### src/rtl/shift_cmd_gen_pkg.sv
// Shared definitions for the push-button shift command generator:
// arbitration FSM encodings, default timing constants and parameter range check.
package shift_cmd_gen_pkg;

  typedef enum logic [1:0] {
    SCG_IDLE   = 2'd0,
    SCG_HOLD_L = 2'd1,
    SCG_HOLD_R = 2'd2,
    SCG_LOCK   = 2'd3
  } scg_state_e;

  localparam int SCG_DEBOUNCE_CYCLES = 4;
  localparam int SCG_REPEAT_DELAY    = 10;
  localparam int SCG_REPEAT_PERIOD   = 3;
  localparam int SCG_CNT_W           = 8;

  // A timing value must be nonzero and representable in the counter width.
  function automatic bit scg_param_ok(input int value, input int cnt_w);
    return (value >= 1) && (value <= (1 << cnt_w) - 1);
  endfunction

endpackage

### src/rtl/shift_cmd_gen_if.sv
// Board-side button inputs and shifter-side command/level outputs of shift_cmd_gen.
// master drives the buttons and observes commands; slave is the generator itself.
interface shift_cmd_gen_if;
  logic btn_left_raw;
  logic btn_right_raw;
  logic enable_repeat;
  logic shift_left;
  logic shift_right;
  logic left_held;
  logic right_held;

  modport master (
    output btn_left_raw, btn_right_raw, enable_repeat,
    input  shift_left, shift_right, left_held, right_held
  );

  modport slave (
    input  btn_left_raw, btn_right_raw, enable_repeat,
    output shift_left, shift_right, left_held, right_held
  );
endinterface

### src/rtl/shift_cmd_gen_btn_debounce.sv
// One button: 2-flop synchroniser, mismatch counter and debounced level register.
// A raw change sampled at edge 0 shows on level_o from cycle DEBOUNCE_CYCLES+2.
module shift_cmd_gen_btn_debounce
  import shift_cmd_gen_pkg::*;
#(
  parameter int DEBOUNCE_CYCLES = SCG_DEBOUNCE_CYCLES,
  parameter int CNT_W           = SCG_CNT_W
) (
  input  logic clk,
  input  logic reset,
  input  logic raw_i,
  output logic level_o
);

  localparam logic [CNT_W-1:0] CNT_LIMIT = CNT_W'(DEBOUNCE_CYCLES);
  localparam logic [CNT_W-1:0] CNT_ONE   = CNT_W'(1);

  logic             sync1_q;
  logic             sync2_q;
  logic [CNT_W-1:0] cnt_q;
  logic [CNT_W-1:0] cnt_d;
  logic             level_q;
  logic             level_d;

  // The flip is committed one edge after the count reaches the limit, so the
  // counter never has to hold a value above DEBOUNCE_CYCLES.
  always_comb begin
    cnt_d   = '0;
    level_d = level_q;
    if (cnt_q >= CNT_LIMIT) begin
      level_d = ~level_q;
    end else if (sync2_q != level_q) begin
      cnt_d = (cnt_q == '1) ? cnt_q : cnt_q + CNT_ONE;
    end
  end

  always_ff @(posedge clk) begin
    if (reset) begin
      sync1_q <= 1'b0;
      sync2_q <= 1'b0;
      cnt_q   <= '0;
      level_q <= 1'b0;
    end else begin
      sync1_q <= raw_i;
      sync2_q <= sync1_q;
      cnt_q   <= cnt_d;
      level_q <= level_d;
    end
  end

  assign level_o = level_q;

endmodule

### src/rtl/shift_cmd_gen.sv
// Debounces two buttons and arbitrates them into one-cycle shift_left/shift_right pulses,
// with optional auto-repeat; first pulse lands in cycle DEBOUNCE_CYCLES+3 after the press.
module shift_cmd_gen
  import shift_cmd_gen_pkg::*;
#(
  parameter int DEBOUNCE_CYCLES = SCG_DEBOUNCE_CYCLES,
  parameter int REPEAT_DELAY    = SCG_REPEAT_DELAY,
  parameter int REPEAT_PERIOD   = SCG_REPEAT_PERIOD,
  parameter int CNT_W           = SCG_CNT_W
) (
  input  logic           clk,
  input  logic           reset,
  shift_cmd_gen_if.slave cmd_if
);

  localparam logic [CNT_W-1:0] REP_DELAY  = CNT_W'(REPEAT_DELAY);
  localparam logic [CNT_W-1:0] REP_PERIOD = CNT_W'(REPEAT_PERIOD);
  localparam logic [CNT_W-1:0] REP_ONE    = CNT_W'(1);

  logic             lvl_l;
  logic             lvl_r;
  logic             prev_l_q;
  logic             prev_r_q;
  logic             rise_l;
  logic             rise_r;
  logic             en;
  scg_state_e       state_q;
  scg_state_e       state_d;
  logic [CNT_W-1:0] rep_q;
  logic [CNT_W-1:0] rep_d;
  logic [CNT_W-1:0] rep_next;
  logic [CNT_W-1:0] rep_thr;
  logic             rep_due;
  logic             rep_first_q;
  logic             rep_first_d;
  logic             shl_q;
  logic             shl_d;
  logic             shr_q;
  logic             shr_d;

  always_ff @(posedge clk) begin : p_param_check
    assert (scg_param_ok(DEBOUNCE_CYCLES, CNT_W) && scg_param_ok(REPEAT_DELAY, CNT_W) &&
            scg_param_ok(REPEAT_PERIOD, CNT_W))
      else $error("shift_cmd_gen: timing parameter outside 1..2**CNT_W-1");
  end

  shift_cmd_gen_btn_debounce #(.DEBOUNCE_CYCLES(DEBOUNCE_CYCLES), .CNT_W(CNT_W)) u_db_left (
    .clk    (clk),
    .reset  (reset),
    .raw_i  (cmd_if.btn_left_raw),
    .level_o(lvl_l)
  );

  shift_cmd_gen_btn_debounce #(.DEBOUNCE_CYCLES(DEBOUNCE_CYCLES), .CNT_W(CNT_W)) u_db_right (
    .clk    (clk),
    .reset  (reset),
    .raw_i  (cmd_if.btn_right_raw),
    .level_o(lvl_r)
  );

  assign en     = cmd_if.enable_repeat;
  assign rise_l = lvl_l & ~prev_l_q;
  assign rise_r = lvl_r & ~prev_r_q;

  // rep_q counts cycles since the last pulse; it sits at 0 while repeat is
  // disabled, so re-enabling always waits the full initial delay again.
  assign rep_thr  = rep_first_q ? REP_DELAY : REP_PERIOD;
  assign rep_due  = en & (rep_q >= rep_thr);
  assign rep_next = !en ? '0 : ((rep_q == '1) ? rep_q : rep_q + REP_ONE);

  always_comb begin
    state_d     = state_q;
    rep_d       = rep_q;
    rep_first_d = rep_first_q;
    shl_d       = 1'b0;
    shr_d       = 1'b0;
    case (state_q)
      SCG_IDLE: begin
        if (rise_l && rise_r) begin
          state_d = SCG_LOCK;
        end else if (rise_l) begin
          shl_d       = 1'b1;
          state_d     = SCG_HOLD_L;
          rep_d       = en ? REP_ONE : '0;
          rep_first_d = 1'b1;
        end else if (rise_r) begin
          shr_d       = 1'b1;
          state_d     = SCG_HOLD_R;
          rep_d       = en ? REP_ONE : '0;
          rep_first_d = 1'b1;
        end
      end
      // A rising opposite button wins over a same-cycle release, so IDLE is
      // only ever entered with both levels low.
      SCG_HOLD_L: begin
        if (rise_r) begin
          state_d = SCG_LOCK;
        end else if (!lvl_l) begin
          state_d = SCG_IDLE;
        end else if (rep_due) begin
          shl_d       = 1'b1;
          rep_d       = REP_ONE;
          rep_first_d = 1'b0;
        end else begin
          rep_d       = rep_next;
          rep_first_d = rep_first_q | ~en;
        end
      end
      SCG_HOLD_R: begin
        if (rise_l) begin
          state_d = SCG_LOCK;
        end else if (!lvl_r) begin
          state_d = SCG_IDLE;
        end else if (rep_due) begin
          shr_d       = 1'b1;
          rep_d       = REP_ONE;
          rep_first_d = 1'b0;
        end else begin
          rep_d       = rep_next;
          rep_first_d = rep_first_q | ~en;
        end
      end
      SCG_LOCK: begin
        if (!lvl_l && !lvl_r) begin
          state_d = SCG_IDLE;
        end
      end
      default: state_d = SCG_IDLE;
    endcase
  end

  always_ff @(posedge clk) begin
    if (reset) begin
      state_q     <= SCG_IDLE;
      rep_q       <= '0;
      rep_first_q <= 1'b0;
      prev_l_q    <= 1'b0;
      prev_r_q    <= 1'b0;
      shl_q       <= 1'b0;
      shr_q       <= 1'b0;
    end else begin
      state_q     <= state_d;
      rep_q       <= rep_d;
      rep_first_q <= rep_first_d;
      prev_l_q    <= lvl_l;
      prev_r_q    <= lvl_r;
      shl_q       <= shl_d;
      shr_q       <= shr_d;
    end
  end

  assign cmd_if.shift_left  = shl_q;
  assign cmd_if.shift_right = shr_q;
  assign cmd_if.left_held   = lvl_l;
  assign cmd_if.right_held  = lvl_r;

endmodule
### src/flat_wrapper.sv
// flat-port wrapper written by rule: the top's interface ports become plain ports
module shift_cmd_gen_flat import shift_cmd_gen_pkg::*;
#(
  parameter int DEBOUNCE_CYCLES = SCG_DEBOUNCE_CYCLES,
  parameter int REPEAT_DELAY    = SCG_REPEAT_DELAY,
  parameter int REPEAT_PERIOD   = SCG_REPEAT_PERIOD,
  parameter int CNT_W           = SCG_CNT_W
)
  (clk, reset, cmd_if_btn_left_raw, cmd_if_btn_right_raw, cmd_if_enable_repeat, cmd_if_shift_left, cmd_if_shift_right, cmd_if_left_held, cmd_if_right_held);
  shift_cmd_gen_if cmd_if_i ();
  input  logic clk;
  input  logic reset;
  input wire logic [$bits(cmd_if_i.btn_left_raw)-1:0] cmd_if_btn_left_raw;
  input wire logic [$bits(cmd_if_i.btn_right_raw)-1:0] cmd_if_btn_right_raw;
  input wire logic [$bits(cmd_if_i.enable_repeat)-1:0] cmd_if_enable_repeat;
  output wire logic [$bits(cmd_if_i.shift_left)-1:0] cmd_if_shift_left;
  output wire logic [$bits(cmd_if_i.shift_right)-1:0] cmd_if_shift_right;
  output wire logic [$bits(cmd_if_i.left_held)-1:0] cmd_if_left_held;
  output wire logic [$bits(cmd_if_i.right_held)-1:0] cmd_if_right_held;
  assign cmd_if_i.btn_left_raw = cmd_if_btn_left_raw;
  assign cmd_if_i.btn_right_raw = cmd_if_btn_right_raw;
  assign cmd_if_i.enable_repeat = cmd_if_enable_repeat;
  assign cmd_if_shift_left = cmd_if_i.shift_left;
  assign cmd_if_shift_right = cmd_if_i.shift_right;
  assign cmd_if_left_held = cmd_if_i.left_held;
  assign cmd_if_right_held = cmd_if_i.right_held;
  shift_cmd_gen #(.DEBOUNCE_CYCLES(DEBOUNCE_CYCLES), .REPEAT_DELAY(REPEAT_DELAY), .REPEAT_PERIOD(REPEAT_PERIOD), .CNT_W(CNT_W)) u_core (.clk(clk), .reset(reset), .cmd_if(cmd_if_i));
endmodule
### config.mk
export PLATFORM = sky130hd
export DESIGN_NAME = shift_cmd_gen_flat
export DESIGN_NICKNAME = d
export VERILOG_FILES = /design/src/rtl/shift_cmd_gen_pkg.sv /design/src/rtl/shift_cmd_gen_if.sv /design/src/rtl/shift_cmd_gen_btn_debounce.sv /design/src/rtl/shift_cmd_gen.sv /design/src/flat_wrapper.sv
export SDC_FILE = /design/constraint.sdc
export NUM_CORES = 1
export LEC_CHECK = 0
export CORE_MARGIN = 10
export CORE_UTILIZATION = 44
export DETAILED_ROUTE_END_ITERATION = 7
export GPL_ROUTABILITY_DRIVEN = 0
export SYNTH_ARGS = -nofsm -noshare
export SYNTH_HDL_FRONTEND = slang
export SYNTH_SLANG_ARGS = --single-unit
### constraint.sdc
create_clock -name clk -period 2.67 [get_ports clk]
set_clock_uncertainty 0.05 [all_clocks]
set_input_delay 0.534 -clock clk [delete_from_list [all_inputs] [get_ports clk]]
set_output_delay 0.534 -clock clk [all_outputs]
set_load 0.01 [all_outputs]
==> results of run 1 <==
## report_power, final
part | switching (W) | internal, W
logic | 0.000194 | 0.000137
registers | 0.0000262 | 0.000590
clock network | 0.000175 | 0.000100
## registers in the layout, summed over array words and instances (netlist names), 2 cells and up
register / flops
u_core.rep_q: 8
u_core.u_db_left.cnt_q: 8
u_core.u_db_right.cnt_q: 8
u_core.state_q: 2
## cell usage after synthesis, types with 2 or more instances
cell type                  count
sky130_fd_sc_hd__dfxtp_1      37
sky130_fd_sc_hd__nand2b_1      2
sky130_fd_sc_hd__a21oi_1       7
sky130_fd_sc_hd__nand3_1       6
sky130_fd_sc_hd__nor2b_1       8
sky130_fd_sc_hd__o21ai_0       2
sky130_fd_sc_hd__o211ai_1      2
sky130_fd_sc_hd__nand2_1      12
sky130_fd_sc_hd__clkbuf_1      3
sky130_fd_sc_hd__ha_1         11
sky130_fd_sc_hd__nand3b_1      2
sky130_fd_sc_hd__o32ai_1       2
sky130_fd_sc_hd__inv_1        11
sky130_fd_sc_hd__o22ai_1       2
sky130_fd_sc_hd__nand4_1       3
sky130_fd_sc_hd__o21a_1        9
sky130_fd_sc_hd__nor3_1        6
sky130_fd_sc_hd__xnor2_1       4
sky130_fd_sc_hd__nor2_1       12
sky130_fd_sc_hd__nor4_1        3
## layer usage
metal  global-route usage (%)  up-vias  part of all wire, %
met2                     14.1       20                   48
met5                        0        -                    0
met4                     4.93        0                 0.65
met3                     4.12        2                  4.0
li1                         -      625                    -
met1                     11.1      573                   48
## cell families (layout without fill, tap and decap cells)
family,count (synthesis),count (layout)
other,1,10
and+or+nand+nor,62,62
buffers and inverters,16,29
AOI/OAI and AO/OA,36,36
xor gates and xnor gates,4,4
DFF,37,37
adders and majority gates,11,11
## final cells by class
class	count	share of cell area [%]
tap	46	3.18
inverter	11	2.28
timing repair buffer	10	5.26
sequential	37	41.0
clock inverter	2	0.554
multi-input combinational	123	45.5
clock buffer	6	2.28
## worst register-to-register path, cell delays in order (launching register included)
cell,delay (ps)
sky130_fd_sc_hd__dfxtp_1,420
sky130_fd_sc_hd__inv_1,70
sky130_fd_sc_hd__ha_1,290
sky130_fd_sc_hd__nor3b_2,150
sky130_fd_sc_hd__o211ai_1,230
sky130_fd_sc_hd__or2_1,310
sky130_fd_sc_hd__or4_1,470
sky130_fd_sc_hd__a31oi_1,160
## placed cells by master (no fill, tap or decap), types with 2 or more instances in the layout
master,netlist,layout
sky130_fd_sc_hd__nor4_1,3,3
sky130_fd_sc_hd__ha_1,11,11
sky130_fd_sc_hd__conb_1,1,10
sky130_fd_sc_hd__clkdlybuf4s50_1,0,8
sky130_fd_sc_hd__dfxtp_1,37,37
sky130_fd_sc_hd__xnor2_1,4,4
sky130_fd_sc_hd__o32ai_1,2,2
sky130_fd_sc_hd__buf_4,1,2
sky130_fd_sc_hd__o211ai_1,2,2
sky130_fd_sc_hd__nand2b_1,2,2
sky130_fd_sc_hd__clkinv_2,0,2
sky130_fd_sc_hd__nor3_1,6,6
sky130_fd_sc_hd__a21oi_1,7,7
sky130_fd_sc_hd__nand3_1,6,6
sky130_fd_sc_hd__inv_1,11,11
sky130_fd_sc_hd__nand2_1,12,12
sky130_fd_sc_hd__o21ai_0,2,2
sky130_fd_sc_hd__clkbuf_4,0,5
sky130_fd_sc_hd__nor2_1,12,12
sky130_fd_sc_hd__o22ai_1,2,2
sky130_fd_sc_hd__nand4_1,3,3
sky130_fd_sc_hd__nand3b_1,2,2
sky130_fd_sc_hd__nor2b_1,8,8
sky130_fd_sc_hd__o21a_1,9,9
## stage by stage
step | utilization, % | std cells
finish | 52.9 | 235
global route | 52.9 | 235
CTS | 52.9 | 235
detailed placement | 51.4 | 227
global placement | 51.4 | 227
floorplan | - | 176
## worst paths after layout
kind,start,end,slack [ps],depth (start not counted)
worst min register to register,u_core.u_db_right.sync1_q$_SDFF_PP0_,u_core.u_db_right.sync2_q$_SDFF_PP0_,400,1
worst max register to register,u_core.rep_q[0]$_SDFFE_PP0P_,u_core.rep_q[3]$_SDFFE_PP0P_,470,7
worst min-delay path,u_core.u_db_right.sync1_q$_SDFF_PP0_,u_core.u_db_right.sync2_q$_SDFF_PP0_,400,1
worst max-delay path,u_core.rep_q[0]$_SDFFE_PP0P_,u_core.rep_q[3]$_SDFFE_PP0P_,470,7
==> metrics, run 1 <==
status=completed; Peak Freq=456 MHz; first-pass GRT wire length=4840 um; Clock Tree Root=sky130_fd_sc_hd__clkbuf_4; Vert. Die Dim=80.2 um; Routed Antenna Nets=0; Crit. End Element=register; Simple-Gate Fraction of Synth Area=21.4%; aggregate negative setup slack=0 ps; multi-input logic area=822 um2; data required time at the worst endpoint=2900 ps; final setup violating endpoints=0; Arrival @ worst endpoint=2420 ps; maximum number of pins on one net before global-route repair=13; starting DRC count in detailed routing=84; depth of the CTS H-tree=2; Final Cycle Share=82.2%; dominant delay contributor by cell family on the critical path=simple AND/OR/NAND/NOR gates; Buffers & Inverters on Critical Path=1; power density over the cells=676 nW/um2; average routed wire per standard cell=11.8 um; worst-path cell with the longest stage delay=sky130_fd_sc_hd__or4_1; largest cells by area after synthesis=sky130_fd_sc_hd__dfxtp_1, sky130_fd_sc_hd__ha_1, sky130_fd_sc_hd__o21a_1, sky130_fd_sc_hd__nor2b_1, sky130_fd_sc_hd__nand2_1; count of input and output buffers=8; ratio of cells with drive above 1 in the final layout=7.41%; synthesized area=1590 um2; post-detailed-placement cell area=1760 um2; global-route total usage across every layer=9.42%; initial antenna violation count=0; XOR/XNOR Fraction of Synth Area=2.20%; total count of max-transition violations in the final report=0; final hold slack=397 ps; clock latency reported for the late side of the worst-skew pair=330 ps; ports placed on the boundary=9; final global-route overflow total=0; portion of synthesized cell area occupied by the leading cell type=46.5%; via count=1,220; via density per instance=5.19; core footprint=3420 um2; Max Cap Viol=0; Final min period=2200 ps; cell count after synthesis=167; postcts setup bufs=0; number of synthesized register bits=37; largest stage delay on the critical path=460 ps; number of sinks on the clock net=37; sequential cell area fraction in the yosys report=46.5%; Clk pin slew, worst setup/hold paths=110 ps; cell type contributing the most total cell area after synthesis=sky130_fd_sc_hd__dfxtp_1; combined flip-flop and latch cell area=741 um2; number of buffers inserted by hold repair at cts=0; die area=6430 um2; fill cell instance count of the final layout=337; type of origin of the critical path=register; number of flops mapped to enable cells by yosys=0; synthesized area per cell=9.55 um2; share of synthesized cell area in full adder, half adder and majority cells=8.63%; Hold WC Path Type=reg -> reg; Warnings, synthesis=0; count of different cell masters after synthesis=43; Synth Flop Type=sky130_fd_sc_hd__dfxtp_1; finished layout cell area=1810 um2; Power Total=0.00122 W; proportion of register bits with asynchronous set or reset after synthesis=0%; DRC violation count after routing=0; multiplexer area fraction after synthesis=0%; detailed placer's ending HPWL=2030 um; critical path cell sequence=inv_1 > ha_1 > nor3b_2 > o211ai_1 > or2_1 > or4_1 > a31oi_1; critical path peak fanout=7; maximum root-to-sink buffer count=2; compound-gate portion of the synthesized area=17.0%; vias in the first global route=1,127; number of antenna repair diodes=0; setup repair after global routing missed its margin=no; cts bufs inserted=5; Area Overhead vs Synth=13.4%; number of rows created at floorplan=21; initial cell density of the core=46.7%; clock tree from TritonCTS=yes; Final Net Count=204; peak supply drop=0.295 mV; chip width=80.2 um; pre-CTS setup slack=497 ps; leakage component of the power=0.679 nW; dominant combinational cell family by area after synthesis=simple AND/OR/NAND/NOR gates; post-cts sizing count=0; Setup Crit Path Kind=reg -> reg; setup slack after layout=475 ps; hold violation count in the final report=0; DR pass1 iterations=5; DRT Wirelength=2770 um
(Power assumes the default switching activity.)
==> run 2, diff against run 1 <==
==> constraint.sdc (replaced) <==
create_clock -name clk -period 1.8 [get_ports clk]
set_clock_uncertainty 0.05 [all_clocks]
set_input_delay 0.36 -clock clk [delete_from_list [all_inputs] [get_ports clk]]
set_output_delay 0.36 -clock clk [all_outputs]
set_load 0.01 [all_outputs]
==> run 2 against run 1 <==
  * The run now ends with setup timing left
  * Via count increased by 5.2%
  * Sequential power increased by 50%
  * Hold slack improved by 1.5 ps
  * Sequential cell count unchanged
  * Setup slack got worse by 520 ps
  * Die area unchanged
  * Cell area increased by 14%
  * First-iteration DRC count increased by 68%
  * Largest power group unchanged
==> metrics, run 2 (synthesized netlist as in run 1, its figures left out) <==
status=finished with violations; violations in the final reports=setup timing; die area=6430 um2; worst-path cell with the longest stage delay=sky130_fd_sc_hd__or4_1; power density over the cells=1010 nW/um2; setup slack after layout=-45.3 ps; Crit. End Element=register; final global-route overflow total=0; GRT met2 Usage=14.7%; setup repair after global routing missed its margin=yes; combined flip-flop and latch cell area=747 um2; most common cell after layout, fill and taps aside=sky130_fd_sc_hd__dfxtp_1; final setup violating endpoints=1; Vert. Die Dim=80.2 um; data required time at the worst endpoint=2020 ps; global-route total usage across every layer=9.47%; fill cell instance count of the final layout=309; ratio of cells with drive above 1 in the final layout=23.4%; placed cell count=245; Routed Antenna Nets=0; count of input and output buffers=8; type of origin of the critical path=register; vias in the first global route=1,190; DRT Wirelength=2920 um; detailed placer's ending HPWL=2160 um; Final Cycle Share=103%; starting DRC count in detailed routing=141; hold violation count in the final report=0; Util after Layout=60.2%; DR pass1 iterations=4; Arrival @ worst endpoint=2060 ps; critical path cell sequence=inv_4 > ha_4 > nor3b_2 > o211ai_1 > or2_1 > or4_1 > a31oi_1; global-route met1 utilization=11.0%; Max Cap Viol=0; Top Registers=u_core.rep_q x8, u_core.u_db_left.cnt_q x8, u_core.u_db_right.cnt_q x8; Clk pin slew, worst setup/hold paths=110 ps; first-pass GRT wire length=4930 um; via count=1,284; DRC violation count after routing=0; maximum root-to-sink buffer count=2; average routed wire per standard cell=11.5 um; ports placed on the boundary=9; number of rows created at floorplan=21; multi-input logic area=887 um2; initial antenna violation count=0; aggregate negative setup slack=-45.3 ps; Hold WC Path Type=reg -> reg; largest stage delay on the critical path=460 ps; maximum number of pins on one net before global-route repair=22; number of buffers inserted by hold repair at cts=0; total count of max-transition violations in the final report=0; leading cell types in the layout, fill and taps excluded=sky130_fd_sc_hd__dfxtp_1, sky130_fd_sc_hd__buf_4, sky130_fd_sc_hd__nor2_1, sky130_fd_sc_hd__nand2_1, sky130_fd_sc_hd__conb_1; number of sinks on the clock net=37; leakage component of the power=0.798 nW; cts bufs inserted=5; critical path peak fanout=3; peak supply drop=0.577 mV; number of antenna repair diodes=0; core footprint=3420 um2; clock tree from TritonCTS=yes; via density per instance=5.04; Peak Freq=542 MHz; Final Net Count=225; Area Overhead vs Synth=29.0%; met3 track demand over resource in global routing=3.34%; Most Crowded Layer GR=met2; chip width=80.2 um; Clock Tree Root=sky130_fd_sc_hd__clkbuf_4; depth of the CTS H-tree=2; initial cell density of the core=46.7%; non-filler cells, final=255; Final min period=1850 ps; clock latency reported for the late side of the worst-skew pair=330 ps; Setup Crit Path Kind=reg -> reg
==> run 2: per-stage QoR <==
stage | power [W] | hold slack (ps) | worst slack [ps] | area (um2)
after floorplan | 0.00131 | 364 | -114 | 1630
after global placement | 0.00155 | 372 | -37.9 | 1910
after detailed placement | 0.00156 | 384 | -94.0 | 1910
after CTS | 0.00203 | 406 | -48.3 | 1980
after global routing | 0.00222 | 418 | -143 | 2060
final | 0.00208 | 399 | -45.3 | 2060
==> run 2: worst max-delay path, delay by kind of cell (launching register included) <==
kind	cells	cell delay [ps]
AND/OR/NAND/NOR	3	840
AO/OA/AOI/OAI	2	260
flip-flops	1	360
adder cells (fa/ha/maj)	1	220
buffers and inverters	1	50
==> run 2: worst paths after layout <==
kind	from	end	slack [ps]	cells after the start
setup / recovery	u_core.rep_first_q$_SDFFE_PP0P_	u_core.rep_q[3]$_SDFFE_PP0P_	-50	7
hold / removal	u_core.u_db_right.sync1_q$_SDFF_PP0_	u_core.u_db_right.sync2_q$_SDFF_PP0_	400	1
setup reg to reg	u_core.rep_first_q$_SDFFE_PP0P_	u_core.rep_q[3]$_SDFFE_PP0P_	-50	7
hold reg to reg	u_core.u_db_right.sync1_q$_SDFF_PP0_	u_core.u_db_right.sync2_q$_SDFF_PP0_	400	1
==> run 2: area by class of cell <==
type                       count  area share (%)
sequential                    37            36.3
inverter                      11            2.13
multi-input combinational    123            43.1
timing repair buffer          31            13.0
clock buffer                   7            2.68
tap                           46            2.80
==> run 2: repair_timing <==
item / in CTS / in global routing
endpoints found under the setup margin: 5 / 9
pin swaps: 0 / 5
gates cloned: 0 / 0
buffers inserted: 0 / 3
resized for setup: 8 / 13
==> run 2: per-layer routing <==
layer | part of all wire, % | up-vias
li1 | - | 659
met1 | 46 | 585
met2 | 48 | 32
met3 | 4.1 | 8
met4 | 2.0 | 0
met5 | 0 | -
==> run 2: report_power, final <==
| part | leakage, nW | total, W | internal, W | switching, W |
|---|---|---|---|---|
| sequential | 0.306 | 0.000923 | 0.000882 | 0.0000409 |
| combinational | 0.461 | 0.000727 | 0.000378 | 0.000349 |
| clock | 0.0314 | 0.000434 | 0.000185 | 0.000250 |
==> run 3, diff against run 2 <==
--- a/config.mk
+++ b/config.mk
@@ -5,7 +5,6 @@
 export SDC_FILE = /design/constraint.sdc
 export NUM_CORES = 1
 export LEC_CHECK = 0
-export CORE_MARGIN = 10
 export CORE_UTILIZATION = 44
 export DETAILED_ROUTE_END_ITERATION = 7
 export GPL_ROUTABILITY_DRIVEN = 0
==> run 3 against run 2 <==
  * The flow still finishes with violations (setup timing)
  * Via count shrank 4.1%
  * Hold slack gained 0.89 ps
  * Global-route usage grew 7.3 points
  * Combinational power shrank 2%
  * Fmax grew 0.64%
  * Setup slack gained 12 ps
  * First-iteration DRC count shrank 67%
  * Register-to-register slack is essentially flat
  * Critical path depth is the same
  * Sequential power is essentially flat
  * Sequential share of layout area grew 0.69 points
  * Cell count shrank 0.39%
  * Largest power group unchanged
  * Highest routed layer unchanged
==> metrics, run 3 (synthesized netlist as in run 1, its figures left out) <==
setup slack after layout=-33.6 ps; DR pass1 iterations=4; hold violation count in the final report=0; status=finished with violations; maximum root-to-sink buffer count=2; Peak Freq=545 MHz; number of sinks on the clock net=37; pre-CTS setup slack=-110 ps; detailed placer's ending HPWL=2010 um; number of buffers inserted by hold repair at cts=0; total count of max-transition violations in the final report=0; average routed wire per standard cell=11.1 um; DRT Wirelength=2810 um; type of origin of the critical path=register; non-filler cells, final=254; Final min period=1830 ps; vias in the first global route=1,223; critical path peak fanout=3; switching power=0.000655 W; leakage component of the power=0.787 nW; starting DRC count in detailed routing=46; core footprint=3420 um2; Clock Tree Root=sky130_fd_sc_hd__clkbuf_4; first-pass GRT wire length=5060 um; share of power burned in registers=44.9%; Arrival @ worst endpoint=2070 ps; data required time at the worst endpoint=2030 ps; count of input and output buffers=8; peak supply drop=0.596 mV; cts bufs inserted=5; Hold WC Path Type=reg -> reg; Final Net Count=223; final setup violating endpoints=1; initial cell density of the core=46.7%; via count=1,231; die area=3870 um2; Setup Crit Path Kind=reg -> reg; Register-to-Register Path Depth=7; Final Cycle Share=102%; ratio of cells with drive above 1 in the final layout=23.1%; Min-Delay Path Depth=1; clock tree from TritonCTS=yes; setup repair after global routing missed its margin=yes; maximum number of pins on one net before global-route repair=22; most common cell after layout, fill and taps aside=sky130_fd_sc_hd__dfxtp_1; placed cell count=245; via density per instance=4.85; global-route total usage across every layer=16.7%; Clk pin slew, worst setup/hold paths=120 ps; ports placed on the boundary=9; aggregate negative setup slack=-33.6 ps; Crit. End Element=register; leading cell types in the layout, fill and taps excluded=sky130_fd_sc_hd__dfxtp_1, sky130_fd_sc_hd__buf_4, sky130_fd_sc_hd__nor2_1, sky130_fd_sc_hd__nand2_1, sky130_fd_sc_hd__conb_1; depth of the CTS H-tree=2; number of rows created at floorplan=21; Top Registers=u_core.rep_q x8, u_core.u_db_left.cnt_q x8, u_core.u_db_right.cnt_q x8; clock latency reported for the late side of the worst-skew pair=350 ps; Routed Antenna Nets=0; violations in the final reports=setup timing; internal power contribution=0.00141 W; Area Overhead vs Synth=26.8%; fill cell instance count of the final layout=303; final global-route overflow total=0; DRC violation count after routing=0; power density over the cells=1020 nW/um2; initial antenna violation count=0; chip width=62.2 um; number of antenna repair diodes=0; switching portion of total power=31.8%; power share of the combinational group=34.8%; Vert. Die Dim=62.2 um; part of the power in the clock network=20.3%; Max Cap Viol=0
[run 3: cell type report]
| cell class | instances | area [um2] | area share [%] |
|---|---|---|---|
| clock buffer | 6 | 41.3 | 2.04 |
| clock inverter | 2 | 10.0 | 0.495 |
| inverter | 11 | 46.3 | 2.29 |
| multi-input combinational | 123 | 871 | 43.1 |
| sequential | 37 | 748 | 37.0 |
| tap | 46 | 57.6 | 2.85 |
| timing repair buffer | 29 | 248 | 12.3 |
[run 3: path summary, 6_finish.rpt]
kind              slack [ps]                            startpoint                                   end
hold / removal           400  u_core.u_db_right.sync1_q$_SDFF_PP0_  u_core.u_db_right.sync2_q$_SDFF_PP0_
hold reg to reg          400  u_core.u_db_right.sync1_q$_SDFF_PP0_  u_core.u_db_right.sync2_q$_SDFF_PP0_
setup reg to reg         -30       u_core.rep_first_q$_SDFFE_PP0P_          u_core.rep_q[3]$_SDFFE_PP0P_
setup / recovery         -30       u_core.rep_first_q$_SDFFE_PP0P_          u_core.rep_q[3]$_SDFFE_PP0P_
[run 3: through the flow]
step                      hold slack [ps]  instance area (um2)  util (%)  total power (W)
final                                 400                 2020      59.2          0.00206
after global routing                  416                 2020      59.2          0.00221
after CTS                             398                 1990      58.1          0.00204
after detailed placement              373                 1910      55.8          0.00156
after global placement                371                 1910      55.8          0.00155
after floorplan                       364                 1630         -          0.00131
[run 3: power by group through the flow]
| stage | clock (W) | sequential (W) | combinational [W] |
|---|---|---|---|
| 4_1_cts | 0.000445 | 0.000912 | 0.000684 |
| 6_report | 0.000419 | 0.000926 | 0.000716 |
| 5_1_grt | 0.000488 | 0.000935 | 0.000792 |
| 3_5_place_dp | 0 | 0.000924 | 0.000637 |
| 3_3_place_gp | 0 | 0.000922 | 0.000626 |
| 2_1_floorplan | 0 | 0.000927 | 0.000383 |
[run 3: repair_timing]
item                                    CTS  global route
cloned                                    0             0
endpoints found under the setup margin    4             6
buffers inserted                          0             2
resized for setup                        12             9
pin swaps                                 0             2
[run 3: routing by layer]
metal	wire [um]	vias up	part of all wire, %	global-route usage [%]
met5	0	-	0	0
met4	77	0	2.7	11.3
met3	66	7	2.4	3.31
met2	1340	18	48	27.7
met1	1330	549	47	19.4
li1	-	657	-	-
[run 3: worst max-delay path, stage by stage, from the launching register on]
cell	delay [ps]
sky130_fd_sc_hd__dfxtp_2	350
sky130_fd_sc_hd__inv_4	40
sky130_fd_sc_hd__ha_4	220
sky130_fd_sc_hd__nor3b_2	140
sky130_fd_sc_hd__o211ai_1	120
sky130_fd_sc_hd__or2_1	240
sky130_fd_sc_hd__or4_1	470
sky130_fd_sc_hd__a31oi_1	140
